**src/rtl/vga_term_ctrl.sv**
```systemverilog
// vga_term_ctrl: terminal-style write sequencer for the VGA character memory.
// Takes ASCII bytes with colour attributes over valid/ready, keeps a cursor,
// interprets CR/LF/BS/FF, auto-wraps, and scrolls by rotating the top-row
// base and clearing the newly exposed physical row in hardware.
module vga_term_ctrl #(
    parameter int unsigned ROWS = 30,
    parameter int unsigned COLS = 70
) (
    input  logic       clk,
    input  logic       rst_n,
    input  logic       in_valid,
    output logic       in_ready,
    input  logic [7:0] in_char,
    input  logic [2:0] in_fg,
    input  logic [2:0] in_bg,
    output logic       we,
    output logic [4:0] wr_addr,
    output logic [6:0] wc_addr,
    output logic [7:0] w_ascii,
    output logic [2:0] w_fg_color,
    output logic [2:0] w_bg_color,
    output logic [4:0] scroll_base,
    output logic [4:0] cursor_row,
    output logic [6:0] cursor_col
);

    localparam logic [4:0] ROW_LAST = 5'(ROWS - 1);
    localparam logic [6:0] COL_LAST = 7'(COLS - 1);
    localparam logic [5:0] ROWS_W   = 6'(ROWS);

    typedef enum logic [1:0] {
        S_IDLE,
        S_CLEAR_LINE,
        S_CLEAR_ALL
    } state_t;

    state_t     state;
    logic [4:0] clr_row;
    logic [6:0] clr_col;
    logic [2:0] clr_fg;
    logic [2:0] clr_bg;

    logic       is_print;
    logic       do_lf;
    logic [5:0] row_sum;
    logic [4:0] phys_row;
    logic [4:0] next_base;

    assign in_ready = (state == S_IDLE);

    // Decode the incoming byte and map the logical cursor row onto a physical row
    always_comb begin
        is_print  = (in_char >= 8'h20) && (in_char <= 8'h7E);
        // A printable in the last column wraps, which behaves exactly like LF
        do_lf     = (is_print && (cursor_col == COL_LAST)) || (in_char == 8'h0A);
        row_sum   = {1'b0, scroll_base} + {1'b0, cursor_row};
        phys_row  = (row_sum >= ROWS_W) ? 5'(row_sum - ROWS_W) : row_sum[4:0];
        next_base = (scroll_base == ROW_LAST) ? '0 : scroll_base + 5'd1;
    end

    // Sequencer: accepts bytes in IDLE, runs line/screen clears, drives registered cmem writes
    always_ff @(posedge clk or negedge rst_n) begin
        if (!rst_n) begin
            state       <= S_IDLE;
            we          <= 1'b0;
            wr_addr     <= '0;
            wc_addr     <= '0;
            w_ascii     <= '0;
            w_fg_color  <= '0;
            w_bg_color  <= '0;
            scroll_base <= '0;
            cursor_row  <= '0;
            cursor_col  <= '0;
            clr_row     <= '0;
            clr_col     <= '0;
            clr_fg      <= '0;
            clr_bg      <= '0;
        end else begin
            we <= 1'b0;
            case (state)
                S_IDLE: begin
                    if (in_valid) begin
                        if (is_print) begin
                            we         <= 1'b1;
                            wr_addr    <= phys_row;
                            wc_addr    <= cursor_col;
                            w_ascii    <= in_char;
                            w_fg_color <= in_fg;
                            w_bg_color <= in_bg;
                            cursor_col <= (cursor_col == COL_LAST) ? '0 : cursor_col + 7'd1;
                        end else if (in_char == 8'h0D) begin
                            cursor_col <= '0;
                        end else if (in_char == 8'h08) begin
                            if (cursor_col != '0)
                                cursor_col <= cursor_col - 7'd1;
                        end

                        if (do_lf) begin
                            if (cursor_row != ROW_LAST) begin
                                cursor_row <= cursor_row + 5'd1;
                            end else begin
                                // Old base becomes the new bottom row; clear it
                                scroll_base <= next_base;
                                clr_row     <= scroll_base;
                                clr_col     <= '0;
                                clr_fg      <= in_fg;
                                clr_bg      <= in_bg;
                                state       <= S_CLEAR_LINE;
                            end
                        end

                        if (in_char == 8'h0C) begin
                            scroll_base <= '0;
                            cursor_row  <= '0;
                            cursor_col  <= '0;
                            clr_row     <= '0;
                            clr_col     <= '0;
                            clr_fg      <= in_fg;
                            clr_bg      <= in_bg;
                            state       <= S_CLEAR_ALL;
                        end
                    end
                end

                S_CLEAR_LINE: begin
                    we         <= 1'b1;
                    wr_addr    <= clr_row;
                    wc_addr    <= clr_col;
                    w_ascii    <= 8'h20;
                    w_fg_color <= clr_fg;
                    w_bg_color <= clr_bg;
                    if (clr_col == COL_LAST) begin
                        clr_col <= '0;
                        state   <= S_IDLE;
                    end else begin
                        clr_col <= clr_col + 7'd1;
                    end
                end

                S_CLEAR_ALL: begin
                    we         <= 1'b1;
                    wr_addr    <= clr_row;
                    wc_addr    <= clr_col;
                    w_ascii    <= 8'h20;
                    w_fg_color <= clr_fg;
                    w_bg_color <= clr_bg;
                    if (clr_col == COL_LAST) begin
                        clr_col <= '0;
                        if (clr_row == ROW_LAST) begin
                            clr_row <= '0;
                            state   <= S_IDLE;
                        end else begin
                            clr_row <= clr_row + 5'd1;
                        end
                    end else begin
                        clr_col <= clr_col + 7'd1;
                    end
                end

                default: state <= S_IDLE;
            endcase
        end
    end

endmodule

```
**config.mk**
```make
export PLATFORM = sky130hd
export DESIGN_NAME = vga_term_ctrl
export DESIGN_NICKNAME = d
export VERILOG_FILES = /design/src/rtl/vga_term_ctrl.sv
export SDC_FILE = /design/constraint.sdc
export NUM_CORES = 1
export LEC_CHECK = 0
export CORE_ASPECT_RATIO = 0.75
export CORE_UTILIZATION = 35
export CTS_CLUSTER_DIAMETER = 200
export DETAILED_ROUTE_END_ITERATION = 8
export MAX_ROUTING_LAYER = met4
export PLACE_DENSITY = 0.63
export SLEW_MARGIN = 20
export SYNTH_ARGS = -nofsm -noshare
export SYNTH_HDL_FRONTEND = slang
export SYNTH_SLANG_ARGS = --single-unit
```
**constraint.sdc**
```tcl
create_clock -name clk -period 4.35 [get_ports clk]
set_input_delay 0.87 -clock clk [delete_from_list [all_inputs] [get_ports clk]]
set_output_delay 0.87 -clock clk [all_outputs]
set_load 0.05 [all_outputs]
```
==> impl_metrics.ini <==
[finish]
layout_common_cells = dfrtp_1 (64), clkdlybuf4s50_1 (60), nand2_1 (49), o21ai_0 (45), nor2_1 (27)
layout-drive-gt1-share_pct = 7.87
num_antenna_cells = 0
layout-area-overhead-vs-synth_pct = 27.9
n_fill_cell = 992
multi_input_area_um2 = 2070
regArea_um2 = 1600
final_core_util_pct = 46.7
nets = 505
final_common_cell = dfrtp_1

[worst_setup_path]
crit_path_end_kind = flip-flop
path_depth = 7
path_cells = clkdlybuf4s50_1, nor4b_4, nand3_2, o21a_2, nand3b_1, or2_2, o31ai_1
cp-start-kind = input pin
r2r_setup_slack_ns = 1.68
crit_type = input pin to flip-flop
rr_worst_depth = 6
crit_fanout = 13
path_buf_inv = 1
cpLargestDelayFamily = simple AND/OR/NAND/NOR gates
worstPathArrival_ns = 3.37
cp.required_ns = 4.59
slowest_stage = clkdlybuf4s50_1
startpoint = in_char[4]
reg2reg_to = wr_addr[4]
critPathCapture = scroll_base[4]
critical_path.max_stage_delay_ns = 0.53
r2r-start = state[0]

[placement]
port_buffers = 61
dp_hpwl_um = 7210
place_congestion = 0.864
pre_cts_slack_ns = 0.851

[power]
powerDensity_nw_per_um2 = 473
ir_drop_v = 0.000292
leakage_nw = 2.03

[global_route]
antenna_found_initial = 0
grt_pass1_vias = 3208
grt_max_degree = 40
grt_usage_pct = 19.7
grt-ovfl-total = 0
grt_pass1_wl_um = 16600

[timing]
rsz0062_at_grt = no
max_freq_ghz = 0.320
worst_slack_ns = 1.22
finalSetupTns_ns = 0
hold_viol_final = 0
post-route-period-util_pct = 71.9
max_slew_margin_pct = 40.6
skew_ns = 0.00606
setup_viol = 0
min_period_ns = 3.13
worst_pin_slew_ns = 0.891
drv_slew = 0

[yosys]
synth.cell_area_um2 = 3800
synth_top_area_share_pct = 42.2
async_reset_ff_share_pct = 100
yosys-top-cells-area = dfrtp_1 (42%), ha_1 (7.2%), o21ai_0 (5.9%), mux2i_1 (5.0%), nand2_1 (4.8%)
synthFlopType = dfrtp_1
synth-edff-count = 0
synth.avg_cell_area_um2 = 9.33
ys_seq_area_share_pct = 42.2
post-synth-top-area-cell = dfrtp_1
syn_nets = 447
ys_types = 61
synth_seq_cells = 64
syn-instance-count = 407
ys_warn_count = 0

[route]
drt-wirelength-per-cell_um = 16.5
drc = 0
wl_um = 10000
vias = 3336
first_pass_iters = 4
ant_nets = 0
drtIter0Drc = 224
vias_per_cell = 5.50

[clock_network]
clock_latency_ns = 0.33
ctsRootBufferMaster = clkbuf_16
cts_buffer_depth = 2
path_clk_slew_ns = 0.05
post-cts-setup-buffer-count = 0
h-tree-depth = 3
cts_tree = yes
cts_made_buffers = 9
ctsHoldBuffers = 0
ctsResizeCount = 0
cts.sinks = 64

[die]
core_area_um2 = 10400
die-area_um2 = 11300
die_x_um = 122
die_h_um = 92.2
ios = 62
std_cell_rows = 32
start_util_pct = 36.5

[run_status]
status = complete, no violations

[worst_hold_path]
hold_start = w_ascii[6]
hold_path_class = flip-flop to flip-flop

[flow_run]
cap_violations = 0
[worst register-to-register path, delay by kind of cell, from the launching register on]
family          cells  cell delay, ns
fa+ha+maj           1            0.39
flops               1            0.42
simple gates        1            0.59
compound gates      4            1.22
[worst min-delay path by stage]
stage	to	slack, ns	cells after the start
floorplan	clr_col[6]	0.47	1
global placement	w_ascii[1]	0.45	2
detailed placement	w_ascii[6]	0.46	2
CTS	w_ascii[6]	0.47	2
global route	w_ascii[4]	0.48	2
finish	w_ascii[6]	0.46	2
[cell usage after synthesis (4+ instances only)]
library cell   n
a21oi_1       17
and3_1        11
clkbuf_1      14
dfrtp_1       64
ha_1          22
inv_1         12
mux2_2         8
mux2i_1       19
nand2_1       49
nand2b_1       7
nand3_1       23
nand4_1        6
nor2_1        27
nor3_1         4
o21ai_0       45
o31ai_1       17
[sequential cells by signal, summed over array words and instances, names as in the netlist, 5 cells and up]
name,count
cursor_col,7
clr_col,7
w_ascii,8
scroll_base,5
wr_addr,5
clr_row,5
cursor_row,5
wc_addr,7
[per-layer routing]
layer	up-vias	GRT usage (%)	routed length, µm	share of wire (%)
met2	104	27.0	4250	43
met5	-	-	0	0
met3	12	5.66	593	5.9
met1	1611	27.8	5030	50
li1	1609	-	-	-
met4	0	5.49	118	1.2
[per-stage QoR]
stage | total power, mW | area (µm²) | cells | hold slack, ns
final | 2.30 | 4860 | 606 | 0.465
after global routing | 2.41 | 4860 | 606 | 0.481
after CTS | 2.32 | 4860 | 606 | 0.472
after detailed placement | 1.50 | 4520 | 590 | 0.459
after global placement | 1.49 | 4520 | 590 | 0.450
after floorplan | 1.23 | 3800 | 407 | 0.473
[report_power, final]
group | internal [mW] | total [mW] | leakage [nW] | switching (mW)
Clock | 0.549 | 0.806 | 0.163 | 0.257
Combinational | 0.241 | 0.711 | 1.06 | 0.470
Sequential | 0.677 | 0.781 | 0.804 | 0.105
Total | 1.47 | 2.30 | 2.03 | 0.831
[area by class of cell]
class,instances,area share [%]
clock inverter,2,1.24
timing repair buffer,64,12.9
sequential,64,33.0
clock buffer,14,5.64
inverter,13,1.00
tap,136,3.50
multi-input combinational,313,42.7
[logic make-up after synthesis]
family	count (synthesis)	share of synthesized area, %
XOR/XNOR	5	1.15
flip-flops	64	42.2
multiplexers	27	7.38
buffers and inverters	30	3.23
AO/OA/AOI/OAI	114	19.2
adder cells (fa/ha/maj)	23	7.77
AND/OR/NAND/NOR	144	19.1
Power figures use the tool's default switching activity.
